## src/rtl/target_max_scheduler_if.sv

```systemverilog
// Port bundle for target_max_scheduler: Q-value input stream, shared-adder issue/return, and result.
// Input stream: a word transfers on a clock edge where i_valid && i_ready. Adder: o_add_valid is a 1-cycle issue, i_add_valid a 1-cycle return.
interface target_max_scheduler_if #(
  parameter int DATA_WIDTH  = 32,
  parameter int INDEX_WIDTH = 2
);
  logic                   i_valid;
  logic [DATA_WIDTH-1:0]  i_data;
  logic                   i_ready;
  logic                   o_add_valid;
  logic [DATA_WIDTH-1:0]  o_add_a;
  logic [DATA_WIDTH-1:0]  o_add_b;
  logic                   i_add_valid;
  logic [DATA_WIDTH-1:0]  i_add_data;
  logic [DATA_WIDTH-1:0]  o_data;
  logic [INDEX_WIDTH-1:0] o_index;
  logic                   o_valid;
  logic                   o_busy;
  logic [2:0]             dbg_state;

  modport slave (
    input  i_valid, i_data, i_add_valid, i_add_data,
    output i_ready, o_add_valid, o_add_a, o_add_b, o_data, o_index, o_valid, o_busy, dbg_state
  );

  modport master (
    output i_valid, i_data, i_add_valid, i_add_data,
    input  i_ready, o_add_valid, o_add_a, o_add_b, o_data, o_index, o_valid, o_busy, dbg_state
  );
endinterface

```

## src/rtl/target_max_scheduler.sv

```systemverilog
// Buffers N float Q values, then finds max/argmax by issuing (max - candidate) to a shared
// external float adder one operation at a time and testing the sign of the difference.
module target_max_scheduler #(
  parameter int DATA_WIDTH            = 32,
  parameter int NUMBER_OF_OUTPUT_NODE = 3,
  parameter int INDEX_WIDTH           = 2,
  parameter int ADDER_LATENCY         = 7
) (
  input logic                    clk,
  input logic                    rst_n,
  target_max_scheduler_if.slave  bus
);

  localparam int MSB = DATA_WIDTH - 1;
  localparam logic [INDEX_WIDTH-1:0] LAST = INDEX_WIDTH'(NUMBER_OF_OUTPUT_NODE - 1);

  if (NUMBER_OF_OUTPUT_NODE < 1 || (2 ** INDEX_WIDTH) < NUMBER_OF_OUTPUT_NODE ||
      ADDER_LATENCY < 1) begin : g_bad_params
    $error("target_max_scheduler: illegal parameter combination");
  end

  typedef enum logic [2:0] {
    IDLE  = 3'd0,
    LOAD  = 3'd1,
    ISSUE = 3'd2,
    WAIT  = 3'd3,
    DONE  = 3'd4
  } state_t;

  state_t                  state_q, state_d;
  logic [INDEX_WIDTH-1:0]  cnt_q;
  logic [INDEX_WIDTH-1:0]  cand_q;
  logic [DATA_WIDTH-1:0]   max_q;
  logic [INDEX_WIDTH-1:0]  idx_q;
  logic [DATA_WIDTH-1:0]   res_data_q;
  logic [INDEX_WIDTH-1:0]  res_idx_q;
  logic [DATA_WIDTH-1:0]   word_buf [2**INDEX_WIDTH];

  logic                    loading;
  logic                    accept;
  logic                    last_word;
  logic                    in_flight;
  logic                    add_done;
  logic                    replace;
  logic [DATA_WIDTH-1:0]   cand_word;

  assign loading   = (state_q == IDLE) || (state_q == LOAD);
  assign accept    = loading && bus.i_valid;
  assign last_word = (cnt_q == LAST);
  assign in_flight = (state_q == ISSUE) || (state_q == WAIT);
  assign add_done  = (state_q == WAIT) && bus.i_add_valid;
  assign cand_word = word_buf[cand_q];
  // A strictly negative, non-zero difference means the candidate is larger; +/-0 keeps the lower index.
  assign replace   = bus.i_add_data[MSB] && (bus.i_add_data[MSB-1:0] != '0);

  always_comb begin
    state_d = state_q;
    case (state_q)
      IDLE, LOAD: begin
        if (bus.i_valid) begin
          if (!last_word)                      state_d = LOAD;
          else if (NUMBER_OF_OUTPUT_NODE == 1) state_d = DONE;
          else                                 state_d = ISSUE;
        end
      end
      ISSUE:   state_d = WAIT;
      WAIT:    if (bus.i_add_valid) state_d = (cand_q == LAST) ? DONE : ISSUE;
      DONE:    state_d = IDLE;
      default: state_d = IDLE;
    endcase
  end

  always_ff @(posedge clk or negedge rst_n) begin
    if (!rst_n) state_q <= IDLE;
    else        state_q <= state_d;
  end

  always_ff @(posedge clk or negedge rst_n) begin
    if (!rst_n) begin
      cnt_q      <= '0;
      cand_q     <= '0;
      max_q      <= '0;
      idx_q      <= '0;
      res_data_q <= '0;
      res_idx_q  <= '0;
    end else begin
      if (accept) begin
        cnt_q  <= last_word ? '0 : cnt_q + 1'b1;
        cand_q <= INDEX_WIDTH'(1);
        if (state_q == IDLE) begin
          max_q <= bus.i_data;
          idx_q <= '0;
        end
      end
      if (add_done) begin
        cand_q <= cand_q + 1'b1;
        if (replace) begin
          max_q <= cand_word;
          idx_q <= cand_q;
        end
      end
      if (state_q == DONE) begin
        res_data_q <= max_q;
        res_idx_q  <= idx_q;
      end
    end
  end

  // Buffer contents are don't-care after reset, so no reset term here.
  always_ff @(posedge clk) begin
    if (accept) word_buf[cnt_q] <= bus.i_data;
  end

  assign bus.i_ready     = loading;
  assign bus.o_busy      = (state_q != IDLE);
  assign bus.o_add_valid = (state_q == ISSUE);
  assign bus.o_add_a     = in_flight ? max_q : '0;
  assign bus.o_add_b     = in_flight ? {~cand_word[MSB], cand_word[MSB-1:0]} : '0;
  assign bus.o_valid     = (state_q == DONE);
  assign bus.o_data      = (state_q == DONE) ? max_q : res_data_q;
  assign bus.o_index     = (state_q == DONE) ? idx_q : res_idx_q;
  assign bus.dbg_state   = state_q;

endmodule

```

## src/flat_wrapper.sv

```systemverilog
// flat-port wrapper written by rule: the top's interface ports become plain ports
module target_max_scheduler_flat 
#(
  parameter int DATA_WIDTH            = 32,
  parameter int NUMBER_OF_OUTPUT_NODE = 3,
  parameter int INDEX_WIDTH           = 2,
  parameter int ADDER_LATENCY         = 7
)
  (clk, rst_n, bus_i_valid, bus_i_data, bus_i_add_valid, bus_i_add_data, bus_i_ready, bus_o_add_valid, bus_o_add_a, bus_o_add_b, bus_o_data, bus_o_index, bus_o_valid, bus_o_busy, bus_dbg_state);
  target_max_scheduler_if #(.DATA_WIDTH(DATA_WIDTH), .INDEX_WIDTH(INDEX_WIDTH)) bus_i ();
  input logic clk;
  input logic rst_n;
  input wire logic [$bits(bus_i.i_valid)-1:0] bus_i_valid;
  input wire logic [$bits(bus_i.i_data)-1:0] bus_i_data;
  input wire logic [$bits(bus_i.i_add_valid)-1:0] bus_i_add_valid;
  input wire logic [$bits(bus_i.i_add_data)-1:0] bus_i_add_data;
  output wire logic [$bits(bus_i.i_ready)-1:0] bus_i_ready;
  output wire logic [$bits(bus_i.o_add_valid)-1:0] bus_o_add_valid;
  output wire logic [$bits(bus_i.o_add_a)-1:0] bus_o_add_a;
  output wire logic [$bits(bus_i.o_add_b)-1:0] bus_o_add_b;
  output wire logic [$bits(bus_i.o_data)-1:0] bus_o_data;
  output wire logic [$bits(bus_i.o_index)-1:0] bus_o_index;
  output wire logic [$bits(bus_i.o_valid)-1:0] bus_o_valid;
  output wire logic [$bits(bus_i.o_busy)-1:0] bus_o_busy;
  output wire logic [$bits(bus_i.dbg_state)-1:0] bus_dbg_state;
  assign bus_i.i_valid = bus_i_valid;
  assign bus_i.i_data = bus_i_data;
  assign bus_i.i_add_valid = bus_i_add_valid;
  assign bus_i.i_add_data = bus_i_add_data;
  assign bus_i_ready = bus_i.i_ready;
  assign bus_o_add_valid = bus_i.o_add_valid;
  assign bus_o_add_a = bus_i.o_add_a;
  assign bus_o_add_b = bus_i.o_add_b;
  assign bus_o_data = bus_i.o_data;
  assign bus_o_index = bus_i.o_index;
  assign bus_o_valid = bus_i.o_valid;
  assign bus_o_busy = bus_i.o_busy;
  assign bus_dbg_state = bus_i.dbg_state;
  target_max_scheduler #(.DATA_WIDTH(DATA_WIDTH), .NUMBER_OF_OUTPUT_NODE(NUMBER_OF_OUTPUT_NODE), .INDEX_WIDTH(INDEX_WIDTH), .ADDER_LATENCY(ADDER_LATENCY)) u_core (.clk(clk), .rst_n(rst_n), .bus(bus_i));
endmodule
```

## config.mk

```make
export PLATFORM = sky130hd
export DESIGN_NAME = target_max_scheduler_flat
export DESIGN_NICKNAME = d
export VERILOG_FILES = /design/src/rtl/target_max_scheduler_if.sv /design/src/rtl/target_max_scheduler.sv /design/src/flat_wrapper.sv
export SDC_FILE = /design/constraint.sdc
export NUM_CORES = 1
export LEC_CHECK = 0
export BUFFER_PORTS_ARGS = -buffer_cell sky130_fd_sc_hd__buf_2
export CELL_PAD_IN_SITES_DETAIL_PLACEMENT = 0
export CELL_PAD_IN_SITES_GLOBAL_PLACEMENT = 2
export CORE_ASPECT_RATIO = 1.75
export CORE_UTILIZATION = 36
export CTS_CLUSTER_DIAMETER = 30
export DETAILED_ROUTE_END_ITERATION = 7
export MAX_ROUTING_LAYER = met4
export PLACE_DENSITY = 0.78
export REMOVE_ABC_BUFFERS = 1
export SYNTH_ARGS = -nofsm -noshare
export SYNTH_HDL_FRONTEND = slang
export SYNTH_SLANG_ARGS = --single-unit
```

## constraint.sdc

```tcl
create_clock -name clk -period 3.2 [get_ports clk]
set_input_delay 0.48 -clock clk [delete_from_list [all_inputs] [get_ports clk]]
set_output_delay 0.48 -clock clk [all_outputs]
set_load 0.01 [all_outputs]
```

# == Word level (Yosys, flattened, before mapping) ==
# Memories as Yosys holds them, arrays and structs flattened.
# Index checks and enable logic that the tools add are counted.
# word_totals
elab_cells,52
reg_bits,75
mem_count,1
ram_bits,128
output_inout_bits,105
# classes
bitwise_logic,1
n_reduce_logical,11
eq_ne,8
n_mux,22
n_addsub,2
# mem_list
memory,depth,word_bits,read_ports,rd_clocked_by_memory_dff,wr,line_no,source
u_core.word_buf,4,32,1,0,1,target_max_scheduler.sv:37,logic [DATA_WIDTH-1:0] word_buf [2**INDEX_WIDTH];
# ops
operator,n
$mux 32,7
$reduce_bool 31->1,1
$mux 2,9
$mux 3,3
$pmux 3 s3,1
$eq 3x2->1 const B,2
$add 2x1->2 const B,2
$eq 2x2->1 const B,2
$ne 2x2->1 const B,2
$eq 3x1->1 const B,1
$eq 3x3->1 const B,1
$logic_and 1x1->1,3
$logic_not 3->1,1
$reduce_bool 3->1,1
$logic_or 1x1->1,2
$mux 1,2
$reduce_and 2->1,1
$reduce_bool 2->1,1
$reduce_or 2->1,1
$not 1->1,1

# == Depth between registers and ports, before layout ==
# depth
depth_word,6
mapped_depth,7
ltp_nobuf,5

# == Worst setup path after synthesis ==
# Ideal clock, no wire load.
# synth_timing
path_type,register to register
from,"register u_core.state_q[1], in the netlist u_core.bus.dbg_state[1]"
to,"memory u_core.word_buf[0][0], enable pin"
setup_slack_ns,-0.497
period_less_slack_ns,3.697
required_time_ns,2.736
setup_ns,0.464
stages_incl_launch_ff,5
arrival_ns,3.233
cell_sequence,dfrtp_1 buf_6 nor2_1 nand2_1 nor3_1
# synth_via
elab_chain_cells,5
word_cells_on_any_way,6
# synth_lines
element,line_no,source
start: declaration,target_max_scheduler.sv:30,"state_t state_q, state_d;"
start signal: assignment,target_max_scheduler.sv:75,else state_q <= state_d;
$eq 3x1->1 or $logic_not 3->1 (tied branches),target_max_scheduler.sv:47,assign loading = (state_q == IDLE) || (state_q == LOAD);
$logic_or 1x1->1 *,target_max_scheduler.sv:47,
named net bus_i_ready,flat_wrapper.sv:17,output wire logic [$bits(bus_i.i_ready)-1:0] bus_i_ready;
$logic_and 1x1->1 *,target_max_scheduler.sv:48,assign accept = loading && bus.i_valid;
$mux 1 *,target_max_scheduler.sv:111,if (accept) word_buf[cnt_q] <= bus.i_data;
$mux 1 (not written as such) *,target_max_scheduler.sv:111,
end: declaration,target_max_scheduler.sv:37,
# Mark *: on every way through the listed nets, which the timed path passes. The rest lies on a longest branch.

# == Worst setup path in the final report ==
# layout_timing
from,register u_core.cand_q[0]
to,output port bus_o_add_b[7]
# layout_via
elab_chain_cells,2
# layout_lines
element,line_no,source
start: declaration,target_max_scheduler.sv:32,logic [INDEX_WIDTH-1:0] cand_q;
start signal: assignment,target_max_scheduler.sv:96,cand_q <= cand_q + 1'b1;
$mem_v2 4x32,n/a,
$mux 32,target_max_scheduler.sv:118,"assign bus.o_add_b = in_flight ? {~cand_word[MSB], cand_word[MSB-1:0]} : '0;"
end: declaration,flat_wrapper.sv:20,output wire logic [$bits(bus_i.o_add_b)-1:0] bus_o_add_b;
# Every way passes these cells.

==> results.md <==
- Final hold viol count: 0
- PostCTS Resize Cnt: 0
- Register bit total from synthesis: around 200
- Post-CTS Hold Fix Bufs: 0
- Reg power frac: 0.369
- Period Utilization, post-route: 0.876
- DP Wirelength: 12100 µm
- Syn. warnings: 0
- Root Buffer: clkbuf_16
- Nets@finish: about 730
- Fraction of layout cells with a size suffix above 1: 0.512
- Internal: approximately 0.007 W
- Max-slew violations: 0
- Cts bufs inserted: 30
- DIE WIDTH: 118 µm
- Run status: complete, no violations
- CTS max path bufs: 3
- CP Launch Type: register
- Via count: a little under 5k
- Depth of the CTS H-tree: 1
- R2R depth: 3
- P per Cell Area: between 900 and 1000 nW/µm²
- CTS tree: built
- Area leader, netlist: edfxtp_1
- Mean Syn Cell Area: approximately 18 µm²
- Synth top area cells: edfxtp_1, dfrtp_1, mux2_2, mux4_2, and2_1
- Slew @ Worst Pin: 1050 ps
- Crit path kind: reg2out
- Max-cap violations: 0
- Vias in the first global route: 5341
- Starting DRC count in detailed routing: between 150 and 200
- Final core utilization: 0.470
- Die height: between 200 and 250 µm
- Setup Skew: 20.4 ps
- Routed WL per cell: between 15 and 20 µm
- Logic pwr share: 0.285
- GRT Residual Overflow: 0
- NetSw: between 0.003 and 0.004 W
- Crit path max fanout: 10
- Total Routed Length: roughly 19000 µm
- Final GP Congestion: between 0.7 and 0.8
- Fill cell count: 2004
- R2R setup slack: between 900 and 1000 ps
- # rows: 73
- Drc violations: 0
- # port buffers: ~170
- Sequential fraction of the synthesis area: 0.676
- Global-route wire length before repair: 29400 µm
- Total track usage: 0.164
- Yosys cell types: 33
- Drt pass-1 iters: 4
- Clock Latency Late Sink: roughly 550 ps
- Peak Freq: approximately 0.36 GHz
- Setup violators final: 0
- Design Power: around 0.01 W
- Tmin final: about 2800 ps
- Leak: about 4.5 nW
- Largest net degree at the start of global routing: 76
- P&R area growth vs syn: 27.4%
- Antenna viol nets, final: 0
- Post-synth top area share: 0.454
- Unrepaired setup endpoints after global routing: false
- Crit end category: output pin
- Launch point of the worst reg-to-reg path: u_core.bus.dbg_state[1]
- Worst r2r dst: u_core.word_buf[3][25]
- Core area: around 23000 µm²
- Worst EP required: roughly 2700 ps
- Worst Hold Class: in2async
- Sw frac: 0.303
- VDD IR max: about 0.77 mV
- Top Ports: between 150 and 200
- Max-Slew Margin vs Limit: 0.298
- Total die area: 24200 µm²
- Clk sinks: about 200
- Post-CTS setup repair buffer count: 0
- Cell count after synthesis: 471
- Initial antenna violation count: 0
- DR vias/cell: 4.91
- Clk slew on worst S/H paths: ~60 ps
- Initial core utilization: 0.369
- Arr. time, crit path: roughly 2300 ps
- Clk pwr share: 0.347
- Mapped Area: 8460 µm²
[through the flow]
stage | hold WS, ps | cell area, µm² | std cells | TNS, ps | worst slack [ps]
CTS | 140 | 10800 | 984 | 0 | 334
finish | 103 | 10800 | 985 | 0 | 396
floorplan | 184 | 8290 | 445 | -34590 | -532
detailed placement | 472 | 9650 | 928 | 0 | 859
global placement | 467 | 9650 | 928 | 0 | 907
global route | 159 | 10800 | 984 | 0 | 265
[cells in the final DEF (no fill, tap or decap), drive strengths merged, types with 3 or more instances in the layout]
master	netlist	final
nor4	7	7
nor3	4	4
dfrtp	75	75
edfxtp	128	128
bufinv	0	5
mux2	99	99
mux4	32	32
clkbuf	10	33
nor2	8	8
buf	16	183
and2	64	64
inv	2	10
a21oi	3	3
nand2	3	3
clkinv	0	8
[worst max path at each step]
stage                                  from                    end  depth (start not counted)
finish                     u_core.cand_q[0]         bus_o_add_b[7]                          4
CTS                        u_core.cand_q[0]         bus_o_add_b[7]                          4
detailed placement        bus_i_add_data[2]       u_core.max_q[22]                          6
global route        u_core.bus.dbg_state[2]          bus_o_data[6]                          4
floorplan           u_core.bus.dbg_state[1]  u_core.word_buf[0][0]                          3
global placement          bus_i_add_data[6]       u_core.max_q[11]                          6
[synthesized netlist by cell type]
cell and instances:
nor3_1 4, mux2i_1 2, buf_6 7, inv_1 2, mux4_2 32, nand2_1 3
a21o_1 2, and3_1 2, buf_4 5, clkbuf_1 10, nand2b_4 1, edfxtp_1 128
nand3_1 1, mux2_1 32, nand2b_1 1, ha_1 1, nand4_1 2, nor3b_4 1
a21oi_1 3, nor2_4 1, nor2b_1 2, buf_2 3, a311oi_1 1, and2_1 64
dfrtp_1 75, nor2_1 7, mux2_2 67, nor4b_4 1, or3_1 1, nor4bb_1 1
buf_1 1, o211ai_4 1, nor4_1 7
[logic make-up after synthesis]
family	count (synthesis)	share of synthesized area
compound gates	7	0.00710
simple gates	99	0.0750
buf+inv	28	0.0213
flops	203	0.676
fa+ha+maj	1	0.00148
mux	133	0.219
[layout make-up]
class / instances / area [µm²] / area share
clock inverter: 23 / 328 / 0.0304
inverter: 2 / 7.51 / 0.000696
tap: 300 / 375 / 0.0348
timing repair buffer: 183 / 958 / 0.0889
sequential: 203 / 5720 / 0.531
clock buffer: 33 / 803 / 0.0745
multi-input combinational: 240 / 2580 / 0.240
antenna: 1 / 2.50 / 0.000232
[power groups by stage]
stage / combinational [W] / sequential, W / clock, W
2_1_floorplan: 0.00184 / 0.00376 / 0
3_3_place_gp: 0.00294 / 0.00381 / 0
3_5_place_dp: 0.00300 / 0.00385 / 0
4_1_cts: 0.00302 / 0.00380 / 0.00365
5_1_grt: 0.00321 / 0.00387 / 0.00375
6_report: 0.00292 / 0.00379 / 0.00357
[registers in the layout, summed over array words and instances (netlist names)]
name                  flops
u_core.res_idx_q          2
u_core.idx_q              2
u_core.cand_q             2
u_core.bus.dbg_state      3
u_core.word_buf         128
u_core.cnt_q              2
u_core.max_q             32
u_core.res_data_q        32
[worst max-delay path, stage by stage, from the launching register on]
cell and delay [ps]:
dfrtp_2 550, buf_4 300, mux4_2 570, and2_1 190, buf_2 140
[metal layers]
layer | GRT usage | share of wire
met1 | 0.170 | 0.37
met2 | 0.303 | 0.56
met3 | 0.0245 | 0.046
met4 | 0.0719 | 0.029
met5 | - | 0
No activity file was read; power rests on OpenSTA's default activity.
